**src/rtl/mic1_mem_serdes_if.sv**
```systemverilog
// Byte-wide external memory bus between the MIC-1 serdes and the memory side.
interface mic1_mem_serdes_if;
  logic [1:0] bus_cmd;
  logic [7:0] bus_out;
  logic       bus_oe;
  logic       bus_strobe;
  logic [7:0] bus_in;
  logic       bus_ack;

  modport master (
    output bus_cmd, bus_out, bus_oe, bus_strobe,
    input  bus_in, bus_ack
  );

  modport slave (
    input  bus_cmd, bus_out, bus_oe, bus_strobe,
    output bus_in, bus_ack
  );
endinterface

```
**src/rtl/mic1_mem_serdes.sv**
```systemverilog
// MIC-1 memory serdes: turns word read/write and byte fetch requests into
// strobe/ack qualified byte phases (address bytes LSB first, then data bytes).
module mic1_mem_serdes #(
  parameter int unsigned ADDR_BYTES = 4,
  parameter int unsigned TIMEOUT    = 255
) (
  input  logic        clk,
  input  logic        rst_n,
  input  logic        ena,
  input  logic        req_wr,
  input  logic        req_rd,
  input  logic        req_fetch,
  input  logic [31:0] mar,
  input  logic [31:0] pc,
  input  logic [31:0] mdr_in,
  output logic [31:0] mdr_out,
  output logic [7:0]  mbr_out,
  output logic        busy,
  output logic        done,
  output logic        err,
  mic1_mem_serdes_if.master bus
);

  localparam logic [1:0] CMD_IDLE  = 2'b00;
  localparam logic [1:0] CMD_READ  = 2'b01;
  localparam logic [1:0] CMD_WRITE = 2'b10;
  localparam logic [1:0] CMD_FETCH = 2'b11;

  localparam logic [1:0] LAST_ADDR = 2'(ADDR_BYTES - 1);
  localparam logic [7:0] TIMER_MAX = 8'(TIMEOUT - 1);

  typedef enum logic [2:0] {
    IDLE,
    ADDR,
    WDATA,
    RDATA,
    DONE
  } state_t;

  state_t      state;
  logic [1:0]  byte_idx;
  logic [7:0]  timer;
  logic [31:0] addr_q;
  logic [31:0] wdata_q;
  logic [23:0] rd_lo;
  logic [1:0]  cmd_q;
  logic        strobe_q;
  logic        done_q;

  function automatic logic [7:0] byte_sel(input logic [31:0] w, input logic [1:0] i);
    case (i)
      2'd0:    return w[7:0];
      2'd1:    return w[15:8];
      2'd2:    return w[23:16];
      default: return w[31:24];
    endcase
  endfunction

  // Transaction FSM with timeout; ena low freezes everything.
  always_ff @(posedge clk) begin
    if (!rst_n) begin
      state    <= IDLE;
      byte_idx <= 2'd0;
      timer    <= 8'd0;
      addr_q   <= 32'd0;
      wdata_q  <= 32'd0;
      rd_lo    <= 24'd0;
      cmd_q    <= CMD_IDLE;
      strobe_q <= 1'b0;
      done_q   <= 1'b0;
      busy     <= 1'b0;
      err      <= 1'b0;
      mdr_out  <= 32'd0;
      mbr_out  <= 8'd0;
    end else if (ena) begin
      case (state)
        IDLE: begin
          done_q <= 1'b0;
          if (req_wr || req_rd || req_fetch) begin
            state    <= ADDR;
            busy     <= 1'b1;
            strobe_q <= 1'b1;
            err      <= 1'b0;
            byte_idx <= 2'd0;
            timer    <= 8'd0;
            wdata_q  <= mdr_in;
            if (req_wr) begin
              cmd_q  <= CMD_WRITE;
              addr_q <= mar;
            end else if (req_rd) begin
              cmd_q  <= CMD_READ;
              addr_q <= mar;
            end else begin
              cmd_q  <= CMD_FETCH;
              addr_q <= pc;
            end
          end
        end

        ADDR, WDATA, RDATA: begin
          if (!bus.bus_ack) begin
            // Stalled byte phase: abort without done once the budget is spent.
            if (timer == TIMER_MAX) begin
              err      <= 1'b1;
              state    <= IDLE;
              busy     <= 1'b0;
              strobe_q <= 1'b0;
              cmd_q    <= CMD_IDLE;
              byte_idx <= 2'd0;
              timer    <= 8'd0;
            end else begin
              timer <= timer + 8'd1;
            end
          end else begin
            timer <= 8'd0;
            case (state)
              ADDR: begin
                if (byte_idx == LAST_ADDR) begin
                  byte_idx <= 2'd0;
                  state    <= (cmd_q == CMD_WRITE) ? WDATA : RDATA;
                end else begin
                  byte_idx <= byte_idx + 2'd1;
                end
              end
              WDATA: begin
                if (byte_idx == 2'd3) begin
                  state    <= DONE;
                  done_q   <= 1'b1;
                  strobe_q <= 1'b0;
                  cmd_q    <= CMD_IDLE;
                  byte_idx <= 2'd0;
                end else begin
                  byte_idx <= byte_idx + 2'd1;
                end
              end
              default: begin
                if (cmd_q == CMD_FETCH || byte_idx == 2'd3) begin
                  if (cmd_q == CMD_FETCH) begin
                    mbr_out <= bus.bus_in;
                  end else begin
                    mdr_out <= {bus.bus_in, rd_lo};
                  end
                  state    <= DONE;
                  done_q   <= 1'b1;
                  strobe_q <= 1'b0;
                  cmd_q    <= CMD_IDLE;
                  byte_idx <= 2'd0;
                end else begin
                  case (byte_idx)
                    2'd0:    rd_lo[7:0]   <= bus.bus_in;
                    2'd1:    rd_lo[15:8]  <= bus.bus_in;
                    default: rd_lo[23:16] <= bus.bus_in;
                  endcase
                  byte_idx <= byte_idx + 2'd1;
                end
              end
            endcase
          end
        end

        DONE: begin
          done_q <= 1'b0;
          busy   <= 1'b0;
          state  <= IDLE;
        end

        default: begin
          state    <= IDLE;
          busy     <= 1'b0;
          strobe_q <= 1'b0;
          done_q   <= 1'b0;
          cmd_q    <= CMD_IDLE;
        end
      endcase
    end
  end

  // Outgoing byte select: address bytes in ADDR, write data bytes in WDATA.
  always_comb begin
    bus.bus_out = 8'd0;
    bus.bus_oe  = 1'b0;
    case (state)
      ADDR: begin
        bus.bus_out = byte_sel(addr_q, byte_idx);
        bus.bus_oe  = 1'b1;
      end
      WDATA: begin
        bus.bus_out = byte_sel(wdata_q, byte_idx);
        bus.bus_oe  = 1'b1;
      end
      default: begin
        bus.bus_out = 8'd0;
        bus.bus_oe  = 1'b0;
      end
    endcase
  end

  // ena gates the handshake strobe and the done pulse immediately.
  assign bus.bus_strobe = strobe_q & ena;
  assign bus.bus_cmd    = cmd_q;
  assign done           = done_q & ena;

endmodule

```
**src/flat_wrapper.sv**
```systemverilog
// flat-port wrapper written by rule: the top's interface ports become plain ports
module mic1_mem_serdes_flat 
#(
  parameter int unsigned ADDR_BYTES = 4,
  parameter int unsigned TIMEOUT    = 255
)
  (clk, rst_n, ena, req_wr, req_rd, req_fetch, mar, pc, mdr_in, mdr_out, mbr_out, busy, done, err, bus_bus_cmd, bus_bus_out, bus_bus_oe, bus_bus_strobe, bus_bus_in, bus_bus_ack);
  mic1_mem_serdes_if bus_i ();
  input  logic clk;
  input  logic rst_n;
  input  logic ena;
  input  logic req_wr;
  input  logic req_rd;
  input  logic req_fetch;
  input  logic [31:0] mar;
  input  logic [31:0] pc;
  input  logic [31:0] mdr_in;
  output logic [31:0] mdr_out;
  output logic [7:0] mbr_out;
  output logic busy;
  output logic done;
  output logic err;
  output wire logic [$bits(bus_i.bus_cmd)-1:0] bus_bus_cmd;
  output wire logic [$bits(bus_i.bus_out)-1:0] bus_bus_out;
  output wire logic [$bits(bus_i.bus_oe)-1:0] bus_bus_oe;
  output wire logic [$bits(bus_i.bus_strobe)-1:0] bus_bus_strobe;
  input wire logic [$bits(bus_i.bus_in)-1:0] bus_bus_in;
  input wire logic [$bits(bus_i.bus_ack)-1:0] bus_bus_ack;
  assign bus_bus_cmd = bus_i.bus_cmd;
  assign bus_bus_out = bus_i.bus_out;
  assign bus_bus_oe = bus_i.bus_oe;
  assign bus_bus_strobe = bus_i.bus_strobe;
  assign bus_i.bus_in = bus_bus_in;
  assign bus_i.bus_ack = bus_bus_ack;
  mic1_mem_serdes #(.ADDR_BYTES(ADDR_BYTES), .TIMEOUT(TIMEOUT)) u_core (.clk(clk), .rst_n(rst_n), .ena(ena), .req_wr(req_wr), .req_rd(req_rd), .req_fetch(req_fetch), .mar(mar), .pc(pc), .mdr_in(mdr_in), .mdr_out(mdr_out), .mbr_out(mbr_out), .busy(busy), .done(done), .err(err), .bus(bus_i));
endmodule
```
**config.mk**
```make
export PLATFORM = sky130hd
export DESIGN_NAME = mic1_mem_serdes_flat
export DESIGN_NICKNAME = d
export VERILOG_FILES = /design/src/rtl/mic1_mem_serdes_if.sv /design/src/rtl/mic1_mem_serdes.sv /design/src/flat_wrapper.sv
export SDC_FILE = /design/constraint.sdc
export NUM_CORES = 1
export LEC_CHECK = 0
export CORE_AREA = 2 2 115 117
export CTS_CLUSTER_DIAMETER = 60
export DETAILED_ROUTE_END_ITERATION = 7
export DIE_AREA = 0 0 117 119
export MAX_ROUTING_LAYER = met4
export PLACE_DENSITY = 0.84
export SYNTH_ARGS = -nofsm -noshare
export SYNTH_HDL_FRONTEND = slang
export SYNTH_SLANG_ARGS = --single-unit
```
**constraint.sdc**
```tcl
create_clock -name clk -period 3.7 [get_ports clk]
set_clock_uncertainty 0.2 [all_clocks]
set_input_delay 0.74 -clock clk [delete_from_list [all_inputs] [get_ports clk]]
set_output_delay 0.74 -clock clk [all_outputs]
set_load 0.01 [all_outputs]
```
---- After elaboration in Yosys (flattened, before gate mapping) ----
Index checks and enable logic that the tools add are counted.
word-level totals
  register bits ........................... 147
  bits of input ports ..................... 111
  logic and storage cells ................. 121
cells by class
  add/sub/neg operators ................... 2
  equal/unequal tests ..................... 23
  muxes and demuxes ....................... 52
  bitwise logic cells ..................... 7
  reduce and logical (&&, ||, !) cells .... 22
operators with widths
  kind                                                    number
  two-way mux 32 bit                                      2
  one-hot mux 8 bit (3 select lines)                      2
  AND reduction 6 bit                                     6
  one-hot mux 8 bit (2 select lines)                      2
  two-way mux 2 bit                                       12
  two-way mux 8 bit                                       3
  two-way mux 3 bit                                       6
  two-way mux 1 bit                                       15
  one-hot mux 3 bit (2 select lines)                      2
  AND reduction 5 bit                                     2
  adder 8 x 1 -> 8 bit (second input constant)            1
  == test 2 bit (second input constant)                   4
  == test 8 bit (second input constant)                   1
  inequality test 4 x 3 -> 1 bit (second input constant)  2
  one-hot mux 1 bit (2 select lines)                      4
  one-hot mux 2 bit (2 select lines)                      2
  AND reduction 4 bit                                     2
  AND reduction 7 bit                                     1
  == test 3 x 2 -> 1 bit (second input constant)          2
  inequality test 2 bit (second input constant)           3
  inequality test 3 x 2 -> 1 bit (second input constant)  2
  one-hot mux 2 bit (3 select lines)                      1
  AND reduction 3 bit                                     2
  inequality test 5 x 2 -> 1 bit (second input constant)  1
  other kinds (17)                                        26

---- Depth between registers and ports, before layout ----
Gate-level depths: netlist (run 1).
  depth after elaboration ................. 6
  gate-level depth with buffers ........... 8

---- Least setup slack after synthesis (run 1) ----
No wires, ideal clock.
  path type ............................... reg-to-output
  from .................................... reg u_core.byte_idx[0]
  to ...................................... out bus_bus_out[0]
  data arrival time ....................... 1581 ps
  required time ........................... 2760 ps
  slack ................................... 1179 ps
  stages on the path, launching flop included .. 9
  buffers on the path ..................... 2
  cell sequence ........................... dfxtp_1 -> inv_1 -> ha_1 -> clkbuf_1 -> clkbuf_1 -> a222oi_1 -> nor2_1 -> a21oi_1 -> o22ai_1
between the ends
  word-level cells in the longest chain between the ends .. 3
  elaborated cells between the ends (all ways) .. 6
  classes of those cells .................. 2 x eq/ne; 3 x mux; 1 x reduce/logical
ends and longest elaborated chain
  element                                      line                    RTL
  start: declaration                           mic1_mem_serdes.sv:41   logic [1:0] byte_idx;
  start signal: assignment                     mic1_mem_serdes.sv:122  byte_idx <= byte_idx + 2'd1;
  start signal: assignment                     mic1_mem_serdes.sv:133  byte_idx <= byte_idx + 2'd1;
  start signal: assignment                     mic1_mem_serdes.sv:154  byte_idx <= byte_idx + 2'd1;
  == test 2 bit, or another cell as far along  mic1_mem_serdes.sv:51   case (i)
  one-hot mux 8 bit (3 select lines)           mic1_mem_serdes.sv:51
  one-hot mux 8 bit (2 select lines) *         mic1_mem_serdes.sv:182  case (state)
  end: declaration                             flat_wrapper.sv:24      output wire logic [$bits(bus_i.bus_out)-1:0] bus_bus_out;
Every way passes the cells marked *; elsewhere a longest branch is shown, timed or not.

---- Worst setup path in the final report (run 1) ----
Ends and elaborated chain as after synthesis.

==> results.py, run 1 <==
metrics = {
    "placed_design": {
        "dp_hpwl_mm": 12.5,
        "io_buffers": 165,
        "place_congestion": 0.866,
    },
    "clock_network": {
        "clkTransAtPathRegs_ns": 0.06,
        "clock-sinks": 147,
        "cts_tree": "yes",
        "clock_latency_ns": 0.42,
        "cts_made_buffers": 17,
        "clockBufferDepth": 2,
        "htree_levels": 4,
        "root_buffer": "clkbuf_16",
    },
    "yosys": {
        "synth_edf_count": 0,
        "ys.flop_type": "dfxtp_1",
        "syn-num-nets": 904,
        "syn_area_per_cell_um2": 8.36,
        "synth_cell_types": 47,
        "synth.yosys.warnings": 0,
        "syn_area_um2": 6580,
        "syn-instance-count": 787,
        "ys_seq_elements": 147,
        "synth.yosys.seq_area_share_pct": 44.7,
        "async_flop_share_pct": 0,
    },
    "worst_setup_path": {
        "critPathArrivalTime_ns": 2.50,
        "cp.required_ns": 2.76,
        "rr_startpoint": "u_core.state[0]$_SDFFE_PN0P_",
        "crit_type": "reg2out",
        "cpMaxStageDelayCell": "clkdlybuf4s50_1",
        "endpoint_kind": "output port",
        "crit_buf_inv": 2,
        "slowest_delay_ns": 0.60,
        "cp-start-kind": "flop",
        "path_cells": "inv_1 > ha_2 > a222oi_1 > nor2_1 > a21oi_1 > o22ai_1 > clkdlybuf4s50_1",
        "critical-path-top-delay-family": "buffers and inverters",
        "worstPathMaxFanout": 16,
        "cp-startpoint": "u_core.byte_idx[0]$_SDFFE_PN0P_",
    },
    "die": {
        "rows": 42,
        "core_area_um2": 12900,
        "ios": 166,
        "fp.dieW_um": 117,
        "start_util_pct": 51.1,
        "dieArea_um2": 13900,
        "die_y_um": 119,
    },
    "timing": {
        "worst_pin_slew_ns": 1.18,
        "hold_viol": 0,
        "fmax_mhz": 290,
        "rsz0062_at_grt": "no",
        "finalSetupTns_ns": 0,
        "period_minus_slack_ns": 3.44,
        "slew_viol_final": 0,
        "maxSlewHeadroom_pct": 21.4,
        "period_share_pct": 93.1,
        "finalSetupViolCount": 0,
    },
    "power_and_ir_drop": {
        "power.total_w": 0.00384,
        "p_leak_nw": 3.45,
        "ir_worst_vdd_v": 0.000267,
        "power_density_nw_per_um2": 431,
    },
    "cells_and_area": {
        "antenna_cells": 0,
        "syn2layout_area_growth_pct": 35.4,
        "layout-drive-gt1-share_pct": 6.32,
        "final_nets": 1038,
    },
    "drt": {
        "dr.max_layer_used": "met4",
        "vias_per_cell": 5.51,
        "drtIter0Drc": 506,
        "routed_wl_mm": 17.7,
        "drc": 0,
        "postRouteAntennaNets": 0,
        "drt_pass1_iterations": 6,
        "wl_met3_mm": 1.33,
        "wl_per_cell_um": 15.9,
        "num_vias": 6115,
        "wl_met2_mm": 8.35,
        "drt-met1-wl_mm": 7.18,
    },
    "global_route": {
        "grt_overflow_total": 0,
        "first_global_vias": 5778,
        "grt_pass1_wl_mm": 28.2,
        "grt_use_total_pct": 26.8,
        "grt_max_degree": 57,
        "antenna_found_initial": 0,
    },
    "job": {
        "drv_cap": 0,
    },
    "worst_hold_path": {
        "worstHoldStart": "u_core.wdata_q[29]$_SDFFE_PN0P_",
        "min_path_type": "reg2reg",
    },
    "status": {
        "outcome": "finished, final reports clean",
    },
}
[worst paths after layout]
| check | to | depth (start not counted) | slack (ns) |
|---|---|---|---|
| worst min-delay path | u_core.wdata_q[29]$_SDFFE_PN0P_ | 2 | 0.26 |
| worst max-delay path | bus_bus_out[0] | 7 | 0.26 |
| worst min register to register | u_core.wdata_q[29]$_SDFFE_PN0P_ | 2 | 0.26 |
| worst max register to register | u_core.addr_q[17]$_SDFFE_PN0P_ | 7 | 1.46 |
[synthesized netlist by cell type, types with 2 or more instances]
master    number  share of area (%)
a21boi_1       3               0.34
a21boi_0      80                9.1
o22ai_1        9               0.86
o211ai_1       2               0.23
xnor2_1        3               0.40
nor2b_1       18                1.7
and2_1         2               0.19
buf_2         18                1.4
nor3_4         2               0.49
a21oi_1       20                1.5
dfxtp_1      147                 45
nand4_1        4               0.38
nand2_1      194                 11
xor2_1         5               0.67
mux2i_1       16                2.4
inv_1          7               0.40
and3_1         4               0.38
a211oi_1       3               0.34
o31ai_1        2               0.23
nor3_2         2               0.30
clkbuf_1      38                2.2
buf_4          2               0.23
a222oi_1      16                2.4
nand3_1       55                4.2
buf_1          4               0.23
o21ai_0       41                3.1
ha_1           6                1.1
o211a_1       32                4.9
nor2_1        34                1.9
[registers in the layout, summed over array words and instances (netlist names)]
signal / cells
u_core.addr_q: 32
u_core.bus.bus_cmd: 2
u_core.mbr_out: 8
u_core.strobe_q: 1
u_core.busy: 1
u_core.state: 3
u_core.wdata_q: 32
u_core.done_q: 1
u_core.rd_lo: 24
u_core.mdr_out: 32
u_core.byte_idx: 2
u_core.timer: 8
u_core.err: 1
[report_power, final]
group	total, W	leakage (nW)	internal [W]	switching, W
Combinational	0.000468	1.97	0.000244	0.000223
Sequential	0.00172	1.20	0.00165	0.0000630
Clock	0.00165	0.276	0.00102	0.000632
Total	0.00384	3.45	0.00292	0.000918
[layout make-up]
type	instances	area, um^2
Multi-Input combinational cell	569	3350
Clock buffer	22	464
Clock inverter	10	108
Tap cell	176	220
Sequential cell	147	2940
Timing Repair Buffer	179	1790
Fill cell	1028	3970
Inverter	7	26.3
[kinds of logic after synthesis]
logic type                 synth area share, %
AOI/OAI and AO/OA                         24.2
adders and majority gates                 1.14
buffers and inverters                     4.64
and+or+nand+nor                           21.7
muxes                                     2.44
DFF                                       44.7
xor gates and xnor gates                  1.07
[timing repair]
| item | 4_1_cts | 5_1_grt |
|---|---|---|
| hold buffers | 0 | 0 |
| setup endpoints to repair | 8 | 6 |
| setup buffers | 0 | 0 |
| gates resized for setup | 1 | 3 |
[worst min-delay path, delay by kind of cell, from the launching register on]
family | cells | cell delay (ns)
AND/OR/NAND/NOR | 1 | 0.05
AO/OA/AOI/OAI | 1 | 0.05
flip-flops | 1 | 0.31
[per-layer routing]
layer | vias to the layer above | global-route usage, %
met5 | - | -
met4 | 0 | 14.1
met3 | 49 | 6.41
met2 | 284 | 42.2
met1 | 2782 | 31.4
li1 | 3000 | -
[layout by cell type (no fill, tap or decap), drive strengths merged, types with 6 or more instances in the layout]
cell	n
inv	7
dfxtp	147
o22ai	9
nand2	195
o211a	32
o21ai	41
nand3	55
nor2b	18
nor2	35
mux2i	16
clkbuf	22
a21oi	20
ha	6
a222oi	16
clkdlybuf4s50	164
a21boi	83
buf	15
[per-stage QoR]
stage	area, um^2	utilization, %	cells	hold WS, ns	worst slack, ns
3_5_place_dp	8310	64.6	1078	0.248	0.339
6_report	8900	69.1	1110	0.256	0.256
2_1_floorplan	6580	-	787	0.231	1.18
4_1_cts	8890	69.0	1110	0.256	0.121
3_3_place_gp	8310	64.6	1078	0.248	0.374
5_1_grt	8900	69.1	1110	0.278	0.139
(Power assumes the default switching activity.)
==> run 2: changes to the inputs <==
--- a/config.mk
+++ b/config.mk
@@ -11,6 +11,7 @@
 export DIE_AREA = 0 0 117 119
 export MAX_ROUTING_LAYER = met4
 export PLACE_DENSITY = 0.84
+export REMOVE_ABC_BUFFERS = 1
 export SYNTH_ARGS = -nofsm -noshare
 export SYNTH_HDL_FRONTEND = slang
 export SYNTH_SLANG_ARGS = --single-unit
==> run 2 against run 1 <==
Net effect:
- sequential power barely moved
- global-route usage fell by 1.2 points
- critical path depth fell by 2
- register-to-register slack got worse by 0.36 ns
- hold slack improved by 0.0050 ns
- largest power group is now clock
==> results.py, run 2 (synthesis gave the netlist of run 1 again) <==
metrics = {
    "power_and_ir_drop": {
        "power_density_nw_per_um2": 440,
        "p_leak_nw": 3.48,
        "ir_worst_vdd_v": 0.000288,
        "power.total_w": 0.00393,
    },
    "cells_and_area": {
        "final_cell_mix": "194 x nand2_1, 164 x clkdlybuf4s50_1, 147 x dfxtp_1",
        "reg.largest.list": "u_core.addr_q (32), u_core.mdr_out (32), u_core.wdata_q (32)",
        "syn2layout_area_growth_pct": 35.8,
        "layout-drive-gt1-share_pct": 6.52,
        "final_common_cell": "nand2_1",
        "final_cells": 1112,
        "final_nets": 1042,
        "antenna_cells": 0,
    },
    "die": {
        "rows": 42,
        "dieArea_um2": 13900,
        "start_util_pct": 51.1,
        "ios": 166,
        "core_area_um2": 12900,
        "fp.dieW_um": 117,
        "die_y_um": 119,
    },
    "drt": {
        "drc": 0,
        "drt_pass1_iterations": 5,
        "drtIter0Drc": 497,
        "routed_wl_mm": 17.3,
        "wl_per_cell_um": 15.5,
        "vias_per_cell": 5.41,
        "num_vias": 6020,
        "postRouteAntennaNets": 0,
    },
    "clock_network": {
        "cts_made_buffers": 17,
        "cts_tree": "yes",
        "postCtsSetupBuffers": 0,
        "cts_hold_buffers": 0,
        "htree_levels": 4,
        "clockBufferDepth": 2,
        "clock_latency_ns": 0.41,
        "root_buffer": "clkbuf_16",
        "clock-sinks": 147,
        "clkTransAtPathRegs_ns": 0.06,
    },
    "placed_design": {
        "place_congestion": 0.829,
        "io_buffers": 165,
        "dp_hpwl_mm": 11.9,
        "dp_cells": 1082,
    },
    "status": {
        "outcome": "finished, final reports clean",
    },
    "worst_setup_path": {
        "reg2reg_slack_ns": 1.10,
        "cp-start-kind": "flop",
        "crit_type": "reg2out",
        "cp.required_ns": 2.76,
        "worstPathMaxFanout": 16,
        "critPathArrivalTime_ns": 2.66,
        "endpoint_kind": "output port",
    },
    "timing": {
        "slew_viol_final": 0,
        "maxSlewHeadroom_pct": 21.7,
        "rsz0062_at_grt": "no",
        "period_share_pct": 97.3,
        "finalSetupViolCount": 0,
        "period_minus_slack_ns": 3.60,
        "finalSetupTns_ns": 0,
        "worst_pin_slew_ns": 1.17,
        "fmax_mhz": 278,
        "hold_viol": 0,
    },
    "global_route": {
        "grt_overflow_total": 0,
        "first_global_vias": 5598,
        "antenna_found_initial": 0,
        "grt_max_degree": 79,
        "grt_pass1_wl_mm": 27.2,
        "grt_use_total_pct": 25.6,
    },
    "worst_hold_path": {
        "min_path_type": "reg2reg",
    },
    "job": {
        "drv_cap": 0,
    },
}
run 2: cell types whose count changed in the layout (fill, tap and decap cells not counted), sizes merged:
cell,delta
buf,+4
clkbuf,-2
clkinvlp,-2
bufinv,+2
run 2: what timing repair did:
action,CTS,global route
hold endpoints to repair,0,0
setup endpoints to repair,0,7
gates resized for setup,0,3
run 2: critical path, stage by stage, from the launching register on:
cell and delay, ns:
dfxtp_1 0.39, ha_1 0.58, buf_4 0.31, a21oi_1 0.10, o22ai_1 0.26, clkdlybuf4s50_1 0.60
run 2: where the power goes:
part | total [W] | internal [W] | switching, W
Sequential | 0.00171 | 0.00165 | 0.0000556
Combinational | 0.000466 | 0.000247 | 0.000218
Clock | 0.00175 | 0.00112 | 0.000634
Total | 0.00393 | 0.00302 | 0.000908
run 2: worst paths after layout:
kind,startpoint,to,cells past startpoint
worst min register to register,u_core.mdr_out[25]$_SDFFE_PN0P_,u_core.mdr_out[25]$_SDFFE_PN0P_,2
worst min-delay path,u_core.mdr_out[25]$_SDFFE_PN0P_,u_core.mdr_out[25]$_SDFFE_PN0P_,2
worst max-delay path,u_core.byte_idx[1]$_SDFFE_PN0P_,bus_bus_out[1],5
worst max register to register,u_core.byte_idx[0]$_SDFFE_PN0P_,u_core.rd_lo[18]$_SDFFE_PN0P_,7
run 2: area by class of cell:
cell class | instances | area [um^2]
multi-input cells | 569 | 3340
clock inverters | 10 | 160
clock buffers | 20 | 437
inverters | 7 | 26.3
well taps | 176 | 220
repair buffers | 183 | 1810
flip-flops and latches | 147 | 2940
fillers | 1051 | 3940
run 2: metrics by stage:
stage | cell area (um^2) | util [%] | hold slack, ns | setup slack (ns)
after floorplan | 6300 | - | 0.231 | 1.11
after global placement | 8330 | 64.7 | 0.248 | 0.555
after detailed placement | 8330 | 64.7 | 0.256 | 0.519
after CTS | 8930 | 69.3 | 0.264 | 0.0489
after global routing | 8930 | 69.4 | 0.285 | 0.0107
final | 8930 | 69.4 | 0.261 | 0.100
run 2: routing by layer:
layer / vias up / routed length [um] / track usage (%)
li1: 3010 / - / -
met1: 2776 / 7700 / 32.0
met2: 219 / 8400 / 42.1
met3: 15 / 967 / 5.50
met4: 0 / 194 / 6.32
met5: - / 0 / -
